===== src/rtl/banco_registros_param_pkg.sv =====
// Shared definitions for the banco_registros_param register file:
// encoding of the context save/restore sequencer states.
package paq_banco_registros;

  localparam logic [1:0] COD_REPOSO      = 2'd0;
  localparam logic [1:0] COD_GUARDANDO   = 2'd1;
  localparam logic [1:0] COD_RESTAURANDO = 2'd2;

  typedef enum logic [1:0] {
    REPOSO      = COD_REPOSO,
    GUARDANDO   = COD_GUARDANDO,
    RESTAURANDO = COD_RESTAURANDO
  } estado_t;

endpackage


===== src/rtl/banco_registros_param_secuenciador.sv =====
// Context save/restore sequencer: walks every register index once per request,
// one index per cycle, and pulses o_Listo on the cycle after the last copy.
//
//  state       | meaning
//  REPOSO      | idle, writes and new requests accepted
//  GUARDANDO   | copying reg[cnt] -> shadow[cnt]
//  RESTAURANDO | copying shadow[cnt] -> reg[cnt]
module secuenciador_contexto
  import paq_banco_registros::*;
#(
  parameter int ADDR_W = 3
) (
  input  logic              i_Timming,
  input  logic              i_Rst,
  input  logic              i_Guardar,
  input  logic              i_Restaurar,
  output logic              o_Ocupado,
  output logic              o_Listo,
  output logic [ADDR_W-1:0] o_Indice,
  output logic              o_Paso_guardar,
  output logic              o_Paso_restaurar
);

  localparam logic [ADDR_W-1:0] ULTIMO = '1;

  estado_t           estado, estado_sig;
  logic [ADDR_W-1:0] cnt, cnt_sig;
  logic              listo_sig;

  always_ff @(posedge i_Timming) begin
    if (i_Rst) begin
      estado  <= REPOSO;
      cnt     <= '0;
      o_Listo <= 1'b0;
    end else begin
      estado  <= estado_sig;
      cnt     <= cnt_sig;
      o_Listo <= listo_sig;
    end
  end

  // Save has priority when both requests arrive together.
  always_comb begin
    estado_sig = estado;
    cnt_sig    = cnt;
    listo_sig  = 1'b0;
    case (estado)
      REPOSO: begin
        if (i_Guardar) begin
          estado_sig = GUARDANDO;
          cnt_sig    = '0;
        end else if (i_Restaurar) begin
          estado_sig = RESTAURANDO;
          cnt_sig    = '0;
        end
      end
      GUARDANDO, RESTAURANDO: begin
        cnt_sig = cnt + 1'b1;
        if (cnt == ULTIMO) begin
          estado_sig = REPOSO;
          listo_sig  = 1'b1;
        end
      end
      default: begin
        estado_sig = REPOSO;
        cnt_sig    = '0;
      end
    endcase
  end

  assign o_Ocupado        = (estado != REPOSO);
  assign o_Indice         = cnt;
  assign o_Paso_guardar   = (estado == GUARDANDO);
  assign o_Paso_restaurar = (estado == RESTAURANDO);

endmodule


===== src/rtl/banco_registros_param.sv =====
// General-purpose register file with two registered read ports, read-during-write
// bypass, optional hardwired-zero R0 and a shadow bank for interrupt context switches.
module banco_registros_param
  import paq_banco_registros::*;
#(
  parameter int DATA_W  = 8,
  parameter int ADDR_W  = 3,
  parameter bit R0_ZERO = 1'b1,
  parameter bit BYPASS  = 1'b1
) (
  input  logic              i_Timming,
  input  logic              i_Rst,
  input  logic [DATA_W-1:0] i_Datos,
  input  logic              i_Escritura,
  input  logic [ADDR_W-1:0] i_Sel_escritura,
  input  logic [ADDR_W-1:0] i_Sel_RX,
  input  logic [ADDR_W-1:0] i_Sel_RY,
  input  logic              i_Guardar,
  input  logic              i_Restaurar,
  output logic [DATA_W-1:0] o_RX,
  output logic [DATA_W-1:0] o_RY,
  output logic              o_Ocupado,
  output logic              o_Listo
);

  localparam int DEPTH = 2 ** ADDR_W;

  logic [DATA_W-1:0] regs   [DEPTH];
  logic [DATA_W-1:0] shadow [DEPTH];

  logic [ADDR_W-1:0] indice;
  logic              paso_guardar, paso_restaurar;

  secuenciador_contexto #(.ADDR_W(ADDR_W)) u_secuenciador (
    .i_Timming        (i_Timming),
    .i_Rst            (i_Rst),
    .i_Guardar        (i_Guardar),
    .i_Restaurar      (i_Restaurar),
    .o_Ocupado        (o_Ocupado),
    .o_Listo          (o_Listo),
    .o_Indice         (indice),
    .o_Paso_guardar   (paso_guardar),
    .o_Paso_restaurar (paso_restaurar)
  );

  // Single effective write port: external writes only when idle, restore copies otherwise.
  logic              we_eff;
  logic [ADDR_W-1:0] wa_eff;
  logic [DATA_W-1:0] wd_eff;

  always_comb begin
    we_eff = 1'b0;
    wa_eff = i_Sel_escritura;
    wd_eff = i_Datos;
    if (paso_restaurar) begin
      we_eff = !(R0_ZERO && (indice == '0));
      wa_eff = indice;
      wd_eff = shadow[indice];
    end else if (i_Escritura && !o_Ocupado) begin
      we_eff = !(R0_ZERO && (i_Sel_escritura == '0));
    end
  end

  logic [DATA_W-1:0] rx_sig, ry_sig;

  always_comb begin
    rx_sig = regs[i_Sel_RX];
    if (BYPASS && we_eff && (i_Sel_RX == wa_eff)) rx_sig = wd_eff;
    if (R0_ZERO && (i_Sel_RX == '0))             rx_sig = '0;
  end

  always_comb begin
    ry_sig = regs[i_Sel_RY];
    if (BYPASS && we_eff && (i_Sel_RY == wa_eff)) ry_sig = wd_eff;
    if (R0_ZERO && (i_Sel_RY == '0))             ry_sig = '0;
  end

  always_ff @(posedge i_Timming) begin
    if (i_Rst) begin
      for (int i = 0; i < DEPTH; i++) begin
        regs[i]   <= '0;
        shadow[i] <= '0;
      end
      o_RX <= '0;
      o_RY <= '0;
    end else begin
      if (we_eff)       regs[wa_eff]   <= wd_eff;
      if (paso_guardar) shadow[indice] <= regs[indice];
      o_RX <= rx_sig;
      o_RY <= ry_sig;
    end
  end

endmodule

===== config.mk =====
export PLATFORM = sky130hd
export DESIGN_NAME = banco_registros_param
export DESIGN_NICKNAME = d
export VERILOG_FILES = /design/src/rtl/banco_registros_param_pkg.sv /design/src/rtl/banco_registros_param_secuenciador.sv /design/src/rtl/banco_registros_param.sv
export SDC_FILE = /design/constraint.sdc
export NUM_CORES = 1
export LEC_CHECK = 0
export ABC_AREA = 0
export CAP_MARGIN = 30
export CORE_UTILIZATION = 42
export CTS_BUF_LIST = sky130_fd_sc_hd__clkbuf_2
export DETAILED_ROUTE_END_ITERATION = 10
export PLACE_DENSITY = 0.71
export SETUP_SLACK_MARGIN = 0.1
export SYNTH_ARGS = -nofsm -noshare
export SYNTH_HDL_FRONTEND = slang
export SYNTH_HIERARCHICAL = 1
export SYNTH_SLANG_ARGS = --single-unit

===== constraint.sdc =====
create_clock -name i_Timming -period 3.2 [get_ports i_Timming]
set_input_delay 0.96 -clock i_Timming [delete_from_list [all_inputs] [get_ports i_Timming]]
set_output_delay 0.96 -clock i_Timming [all_outputs]
set_load 0.02 [all_outputs]

==> out/metrics.csv, run 1 <==
metric;value;unit
grt_start_max_net_pins;35;
cp-end-kind;output port;
holdPathEnd;u_secuenciador/estado[1];
ys_ff_latch;150;
post_cts_resized;1;
outcome;finished with violations;
yosys_warnings;6;
synth_fa_ha_area_share;0.784;%
required;2.24;ns
synth_top_family_by_area;multiplexers;
synth_compound_area_share;6.10;%
async_flop_share;0;%
clk_latency;0.76;ns
synth_edf_count;128;
syn_to_final_growth;13.3;%
hold_class;reg2reg;
finalCritPeriodShare;90.8;%
overflow;0;
track_usage;21.4;%
worstMarginPinSlew;0.767;ns
die_y;140;um
max_slew_margin;47.8;%
dieArea;19600;um^2
clkTransAtPathRegs;0.23;ns
wl;20.1;mm
finish.net_count;673;
synth-main-ff-cell;edfxtp_1;
grt_pass1_vias;5300;
drv_cap;0;
clock_sinks;150;
layout-drive-gt1-share;27.0;%
synth-simple-area-share;11.4;%
antenna_found_initial;1;
die_x;140;um
holdWs;0.566;ns
r2r_slack;0.53;ns
drv_slew;0;
wl_per_cell;22.5;um
tritoncts;built;
post_synth.cell_area_avg;13.7;um^2
fin_skew;0.0430;ns
powerDensity;516;nW/um^2
synth_xor_area_share;0.658;%
portBuffers;39;
critical_path_class;reg2out;
place_inst;861;
rr_startpoint;u_secuenciador/estado[0];
cts-root-buf;clkbuf_2;
rsz0062_at_grt;no;
synthMuxAreaShare;23.4;%
drt-pass1-iter-count;8;
ys_top_cells_by_area;edfxtp_1 48%, mux4_2 16%, nor2_1 6.3%;
syn-instance-count;581;
syn-cell-area;7980;um^2
timing.final.hold_violations;0;
min-delay-start;u_secuenciador/estado[1];
clk_path_buf_depth;2;
r2r-end;regs[6][0];
htreeDepth;4;
drt_first_iter_violations;592;
start_util;42.8;%
peakVddDrop;0.190;mV
setup-violations-final;0;
ys_seq_area_share;53.7;%
numCtsBuffers;17;
clock.fmax;344;MHz
synth_top_area_share;48.1;%
via_per_inst;6.07;
remaining_drc_errors;1;
gp_congestion;0.893;
row_count;50;
dp_hpwl;14.8;mm
startpoint_type;flip-flop;
ant_nets;0;
violations;DRC;
fin_cells;894;
worstHoldPathCells;2;
ctsHoldBuffers;0;
io-pin-count;40;
post_cts_buffers;0;
num_vias;5426;
crit_arrival;1.94;ns
finalSetupTns;0;ns
period_needed;2.90;ns
r2r_cells;7;
cp_max_fo;6;
coreArea;18600;um^2
yosysUniqueCellTypes;45;
synth.largest_area_cell;edfxtp_1;
grt_pass1_wl;31.2;mm
leakage;0.00312;uW
==> cell usage in the layout (no fill, tap or decap), drive strengths merged, types with 6 or more instances in the layout <==
| cell | instances |
|---|---|
| a211oi | 17 |
| mux2 | 20 |
| a41oi | 16 |
| mux4 | 56 |
| nor2 | 133 |
| a21oi | 6 |
| conb | 8 |
| clkdlybuf4s50 | 38 |
| nand3 | 12 |
| nand2b | 24 |
| clkbuf | 18 |
| a21o | 8 |
| mux2i | 35 |
| dfxtp | 22 |
| edfxtp | 128 |
| xor2 | 6 |
| nand2 | 20 |
| buf | 43 |
| inv | 9 |
==> flip-flops by register name (all words and copies together), names as in the netlist <==
register                 flops
u_secuenciador/o_Listo       1
shadow                      64
u_secuenciador/estado        2
o_RY                         8
o_RX                         8
regs                        64
u_secuenciador/o_Indice      3
==> where the power goes <==
group,switching (uW),leakage [uW],internal (uW),total (uW)
registers,92.4,0.00150,2250,2340
logic,713,0.00148,518,1230
clock network,729,0.000133,368,1100
==> cell type report <==
type | instances | area, um^2
diodes | 1 | 2.50
clock buffers | 18 | 90.1
well taps | 234 | 293
repair buffers | 82 | 774
fillers | 1578 | 9600
inverters | 7 | 26.3
multi-input cells | 388 | 3420
clock inverters | 14 | 153
flip-flops and latches | 150 | 4290
==> critical path, stage by stage (launching register included) <==
cell and delay (ns):
dfxtp_1 0.42, inv_1 0.08, ha_1 0.24, inv_1 0.11, dlygate4sd2_1 0.34
==> routing by layer <==
| metal | share of wire [%] | GRT usage [%] |
|---|---|---|
| met5 | 0 | 0 |
| met4 | 2.5 | 8.16 |
| met3 | 10 | 4.44 |
| met2 | 47 | 33.7 |
| met1 | 40 | 29.3 |
==> cell families after synthesis <==
logic type / after synthesis
AOI/OAI and AO/OA: 53
xor gates and xnor gates: 6
adders and majority gates: 5
buffers and inverters: 50
DFF: 150
muxes: 111
other: 1
and+or+nand+nor: 205
==> how the worst max path moves through the flow <==
stage	startpoint	to	cells after the start
2_1_floorplan	i_Sel_RX[0]	o_RX[0]	6
3_3_place_gp	i_Escritura	o_RX[1]	6
3_5_place_dp	i_Escritura	o_RX[1]	6
4_1_cts	u_secuenciador/estado[1]	o_Ocupado	4
5_1_grt	u_secuenciador/estado[1]	o_Ocupado	4
6_report	u_secuenciador/estado[1]	o_Ocupado	4
==> synth_stat cells, drive strengths merged, types with 2 or more instances <==
| cell type | count |
|---|---|
| nor2 | 133 |
| edfxtp | 128 |
| mux4 | 56 |
| mux2i | 35 |
| buf | 34 |
| nand2b | 24 |
| dfxtp | 22 |
| mux2 | 20 |
| nand2 | 20 |
| a211oi | 17 |
| a41oi | 16 |
| nand3 | 12 |
| clkbuf | 9 |
| a21o | 8 |
| a21oi | 6 |
| inv | 6 |
| xor2 | 6 |
| ha | 5 |
| nor3 | 3 |
| a41o | 2 |
| and4 | 2 |
| nor3b | 2 |
| or2 | 2 |
==> through the flow <==
step	setup slack, ns	cell area [um^2]	power [uW]	util, %
3_3_place_gp	0.0976	8800	3560	47.2
6_report	0.296	9050	4670	48.5
3_5_place_dp	0.0416	8800	3600	47.2
4_1_cts	0.238	9040	4670	48.5
2_1_floorplan	0.611	8010	3210	-
5_1_grt	0.126	9050	4820	48.5
Power figures use the tool's default switching activity.
==> run 2: changes to the inputs <==
PLACE_DENSITY = 0.73   (was 0.71)
clock period = 2.3 ns   (was 3.2 ns; I/O delays follow)
==> run 2 against run 1 <==
  * The flow now finishes without violations
  * Global-route usage rose by 1.0 points
  * Cell count increased by 5.8%
  * Sequential cell count unchanged
  * Wire length increased by 3.7%
  * Setup slack got worse by 0.22 ns
  * Clock skew about the same
  * Power is 47% higher
  * Die area unchanged
  * Core utilization grew 3.4 points
  * Non-clock buffer count rose by 52
  * Design area increased by 6.9%
  * Sequential power rose by 38%
  * Critical endpoint unchanged
  * Largest power group unchanged
==> out/metrics.csv, run 2 (same netlist as run 1, synthesis figures left out) <==
metric;value;unit;change
dieArea;19600;um^2;unchanged
finalCritPeriodShare;96.6;%;
drt_first_iter_violations;742;;was 592
numCtsBuffers;17;;unchanged
post-route-cell-area;9670;um^2;was 9050 um^2
cp_max_fo;3;;was 6
finish.net_count;725;;was 673
clkTransAtPathRegs;0.23;ns;about the same
grt_start_max_net_pins;31;;was 35
finalSetupTns;0;ns;unchanged
required;1.61;ns;was 2.24 ns
overflow;0;;unchanged
row_count;50;;unchanged
ant_nets;0;;unchanged
syn_to_final_growth;21.2;%;was 13.3%
cts-root-buf;clkbuf_2;;unchanged
drv_cap;0;;unchanged
holdWs;0.587;ns;was 0.566 ns
portBuffers;39;;unchanged
outcome;complete, no violations;;was finished with violations
die_x;140;um;unchanged
wl;20.9;mm;was 20.1 mm
layout_commonest_cell;nor2_1;;unchanged
fin_cells;946;;was 894
setup-violations-final;0;;unchanged
powerDensity;708;nW/um^2;was 516 nW/um^2
timing.final.hold_violations;0;;unchanged
antenna_found_initial;1;;unchanged
via_per_inst;5.95;;was 6.07
rsz0062_at_grt;yes;;was no
wl_per_cell;22.1;um;was 22.5 um
die_y;140;um;unchanged
clock.fmax;450;MHz;
fin_total_pwr;6850;uW;was 4670 uW
drt-pass1-iter-count;5;;was 8
hold_class;reg2reg;;unchanged
startpoint_type;flip-flop;;unchanged
gp_congestion;0.926;;was 0.893
place_inst;912;;was 861
grt_pass1_wl;32.3;mm;was 31.2 mm
peakVddDrop;0.286;mV;was 0.190 mV
io-pin-count;40;;unchanged
start_util;42.8;%;unchanged
num_vias;5633;;was 5426
crit_arrival;1.53;ns;was 1.94 ns
remaining_drc_errors;0;;was 1
clock_sinks;150;;unchanged
largestRegisters;regs: 64 flops, shadow: 64 flops;;unchanged
clk_latency;0.75;ns;was 0.76 ns
fin_skew;0.0426;ns;was 0.0430 ns
cp-end-kind;output port;;unchanged
track_usage;22.4;%;was 21.4%
tritoncts;built;;unchanged
leakage;0.00353;uW;was 0.00312 uW
max_slew_margin;58.9;%;was 47.8%
final_cell_mix;133 x nor2_1, 128 x edfxtp_1, 79 x buf_4;;was 133 x nor2_1, 128 x edfxtp_1, 56 x mux4_2
grt_pass1_vias;5673;;was 5300
period_needed;2.22;ns;
layout-drive-gt1-share;35.7;%;was 27.0%
critical_path_class;reg2out;;unchanged
htreeDepth;4;;unchanged
dp_hpwl;15.3;mm;was 14.8 mm
coreArea;18600;um^2;unchanged
drv_slew;0;;unchanged
dpl_cell_area;9360;um^2;was 8800 um^2
worstMarginPinSlew;0.617;ns;was 0.767 ns
clk_path_buf_depth;2;;unchanged
-- run 2: cell count changes in the layout (fill, tap and decap cells not counted), moves of 5 or more --
cell	before	now
buf_4	38	79
inv_2	0	6
clkdlybuf4s50_1	38	21
dlygate4sd2_1	1	7
clkdlybuf4s15_1	0	8
buf_12	5	15
clkinvlp_4	5	0
-- run 2: power by group --
group	internal [uW]	switching, uW
registers	3130	111
clock network	717	929
logic	897	1070
-- run 2: worst paths after layout --
check                           slack (ns)                          to  cells past startpoint                  startpoint
worst max-delay path                  0.08                   o_Ocupado                      4    u_secuenciador/estado[0]
worst min-delay path                  0.59  u_secuenciador/o_Indice[1]                      2  u_secuenciador/o_Indice[1]
worst max register to register        0.14                  regs[4][7]                      5  u_secuenciador/o_Indice[0]
worst min register to register        0.59  u_secuenciador/o_Indice[1]                      2  u_secuenciador/o_Indice[1]
-- run 2: metal layers --
layer | GRT usage [%] | vias up | routed length [um]
met2 | 37.5 | 324 | 10400
li1 | - | 2444 | -
met3 | 4.06 | 54 | 1980
met5 | 0 | - | 0
met1 | 28.6 | 2811 | 7930
met4 | 9.66 | 0 | 607
-- run 2: stage by stage --
stage | setup slack (ns) | utilization (%)
2_1_floorplan | 0.102 | -
3_3_place_gp | -0.360 | 50.2
3_5_place_dp | -0.341 | 50.2
4_1_cts | 0.0225 | 51.7
5_1_grt | 0.00679 | 51.9
6_report | 0.0790 | 51.9
-- run 2: cell type report --
cell class | count | area [um^2]
Fill cell | 1513 | 8970
Tap cell | 234 | 293
Inverter | 7 | 30.0
Sequential cell | 150 | 4290
Antenna cell | 1 | 2.50
Multi-Input combinational cell | 388 | 3510
Clock inverter | 12 | 160
Timing Repair Buffer | 134 | 1290
Clock buffer | 20 | 100
-- run 2: critical path, cell delays in order, from the launching register on --
cell,delay [ns]
dfxtp_2,0.38
inv_2,0.09
ha_4,0.16
inv_4,0.04
buf_6,0.12
-- run 2: timing repair --
action                                  CTS  global route
endpoints found under the setup margin   51            55
hold buffers                              0             0
resized for setup                        38            13
buffers inserted                          0             1
==> run 3: changes to the inputs <==
CORE_MARGIN = 2   (was unset)
==> run 3 against run 2 <==
  * Count of clock-buffer cells in the layout down 3
  * Clock skew is 0.0011 ns lower
  * Sequential cell count stayed put
  * Critical path depth did not move
  * Combinational power increased by 3%
  * Cell count shrank 0.63%
  * Via count is 1.8% lower
  * Non-clock buffer count fell by 6
  * Global-route usage down 0.83 points
  * Register-to-register slack got worse by 0.04 ns
  * Die area increased by 2.9%
==> out/metrics.csv, run 3 (same netlist as run 1, synthesis figures left out) <==
metric;value;unit;change
outcome;complete, no violations;;unchanged
hold_class;reg2reg;;unchanged
numCtsBuffers;17;;unchanged
crit_arrival;1.56;ns;was 1.53 ns
min-delay-start;u_secuenciador/o_Indice[2];;was u_secuenciador/o_Indice[1]
r2r-end;o_RY[4];;was regs[4][7]
track_usage;21.6;%;was 22.4%
layout-drive-gt1-share;36.6;%;was 35.7%
grt_pass1_vias;5554;;was 5673
row_count;50;;unchanged
critPathSlowestCell;dfxtp_2;;unchanged
rr_startpoint;u_secuenciador/estado[0];;was u_secuenciador/o_Indice[0]
via_per_inst;5.89;;was 5.95
wl;21.2;mm;was 20.9 mm
fin_skew;0.0415;ns;was 0.0426 ns
cp_top_family;flip-flops;;unchanged
utilization;51.8;%;was 51.9%
holdWs;0.555;ns;was 0.587 ns
setup-violations-final;0;;unchanged
worstHoldPathCells;2;;unchanged
startpoint_type;flip-flop;;unchanged
io-pin-count;40;;unchanged
tritoncts;built;;unchanged
drv_cap;0;;unchanged
die_x;142;um;was 140 um
clock.fmax;445;MHz;was 450 MHz
dieArea;20100;um^2;was 19600 um^2
final_cell_mix;133 x nor2_1, 128 x edfxtp_1, 68 x buf_4;;was 133 x nor2_1, 128 x edfxtp_1, 79 x buf_4
overflow;0;;unchanged
finish.net_count;719;;was 725
dp_hpwl;15.5;mm;was 15.3 mm
remaining_drc_errors;0;;unchanged
cp-end-kind;output port;;unchanged
finalSetupTns;0;ns;unchanged
clkTransAtPathRegs;0.26;ns;was 0.23 ns
htreeDepth;4;;unchanged
grt_pass1_wl;32.0;mm;was 32.3 mm
holdPathEnd;u_secuenciador/o_Indice[2];;was u_secuenciador/o_Indice[1]
fin_total_pwr;6840;uW;was 6850 uW
peakVddDrop;0.365;mV;was 0.286 mV
rsz0062_at_grt;yes;;unchanged
die_y;142;um;was 140 um
ctsHoldBuffers;0;;unchanged
clk_path_buf_depth;2;;unchanged
gp_congestion;0.882;;was 0.926
antenna_found_initial;1;;unchanged
cp_num_buf_inv;3;;unchanged
r2r_slack;0.10;ns;was 0.14 ns
layout_commonest_cell;nor2_1;;unchanged
worstMarginPinSlew;0.519;ns;was 0.617 ns
max_slew_margin;65.4;%;was 58.9%
portBuffers;39;;unchanged
period_needed;2.25;ns;was 2.22 ns
leakage;0.00347;uW;was 0.00353 uW
drv_slew;0;;unchanged
cp_max_fo;3;;unchanged
wl_per_cell;22.5;um;was 22.1 um
slowest_delay;0.41;ns;was 0.38 ns
num_vias;5534;;was 5633
clk_latency;0.76;ns;was 0.75 ns
r2r_cells;9;;was 5
drt-pass1-iter-count;8;;was 5
drt_first_iter_violations;622;;was 742
place_inst;905;;was 912
syn_to_final_growth;21.4;%;was 21.2%
timing.final.hold_violations;0;;unchanged
crit_chain;inv_2 > ha_4 > inv_4 > buf_6;;unchanged
ant_nets;0;;unchanged
clock_sinks;150;;unchanged
cts-root-buf;clkbuf_2;;unchanged
critical_path_class;reg2out;;unchanged
finalCritPeriodShare;97.7;%;was 96.6%
grt_start_max_net_pins;40;;was 31
start_util;42.7;%;was 42.8%
coreArea;18700;um^2;was 18600 um^2
fin_cells;940;;was 946
powerDensity;705;nW/um^2;was 708 nW/um^2
required;1.61;ns;about the same
largestRegisters;regs: 64 flops, shadow: 64 flops;;unchanged
-- run 3: cell count changes in the layout (fill, tap and decap cells not counted), moves of 3 or more --
cell and delta:
inv_6 +4, buf_4 -11, dlygate4sd2_1 -7, inv_2 -4, clkdlybuf4s15_2 +3
-- run 3: repair_timing --
item,CTS,global route
setup buffers,1,1
hold endpoints to repair,0,0
pin swaps,0,2
endpoints found under the setup margin,159,112
resized for setup,48,27
-- run 3: how the worst max path moves through the flow --
| stage | end | start | slack (ns) | cells after the start |
|---|---|---|---|---|
| finish | o_Ocupado | u_secuenciador/estado[0] | 0.05 | 4 |
| global route | o_Ocupado | u_secuenciador/estado[1] | -0.03 | 4 |
| CTS | o_Ocupado | u_secuenciador/estado[1] | -0.06 | 4 |
| detailed placement | o_RX[0] | i_Sel_RX[0] | -0.35 | 6 |
| global placement | o_RY[6] | i_Sel_RY[0] | -0.32 | 6 |
| floorplan | o_RY[5] | i_Sel_RY[1] | 0.10 | 6 |
-- run 3: final cells by class --
cell class              instances  area, um^2
diodes                          1        2.50
clock buffers                  17        85.1
clock inverters                15         169
fillers                      1527        9010
inverters                       7        30.0
multi-input cells             388        3530
flip-flops and latches        150        4290
well taps                     234         293
repair buffers                128        1290
-- run 3: power breakdown --
group / switching (uW) / internal (uW) / leakage (uW) / total [uW]
registers: 116 / 3130 / 0.00150 / 3240
clock network: 1050 / 530 / 0.000150 / 1580
logic: 1090 / 928 / 0.00181 / 2020
total: 2250 / 4590 / 0.00347 / 6840
-- run 3: routing by layer --
layer	part of all wire, %	global-route usage (%)
met3	8.9	5.74
met4	3.9	10.1
met5	0	0
met2	50	35.9
met1	37	26.4
-- run 3: metrics by stage --
stage,area (um^2),setup slack [ns]
2_1_floorplan,8090,0.102
3_3_place_gp,9330,-0.324
3_5_place_dp,9330,-0.352
4_1_cts,9610,-0.0617
5_1_grt,9700,-0.0325
6_report,9700,0.0537
-- run 3: worst reg2reg max path, cell delays in order, from the launching register on --
cell,delay [ns]
dfxtp_2,0.39
inv_2,0.09
ha_2,0.25
buf_8,0.18
inv_1,0.11
a2111oi_4,0.34
buf_4,0.21
and4_4,0.27
buf_4,0.17
a211oi_2,0.07
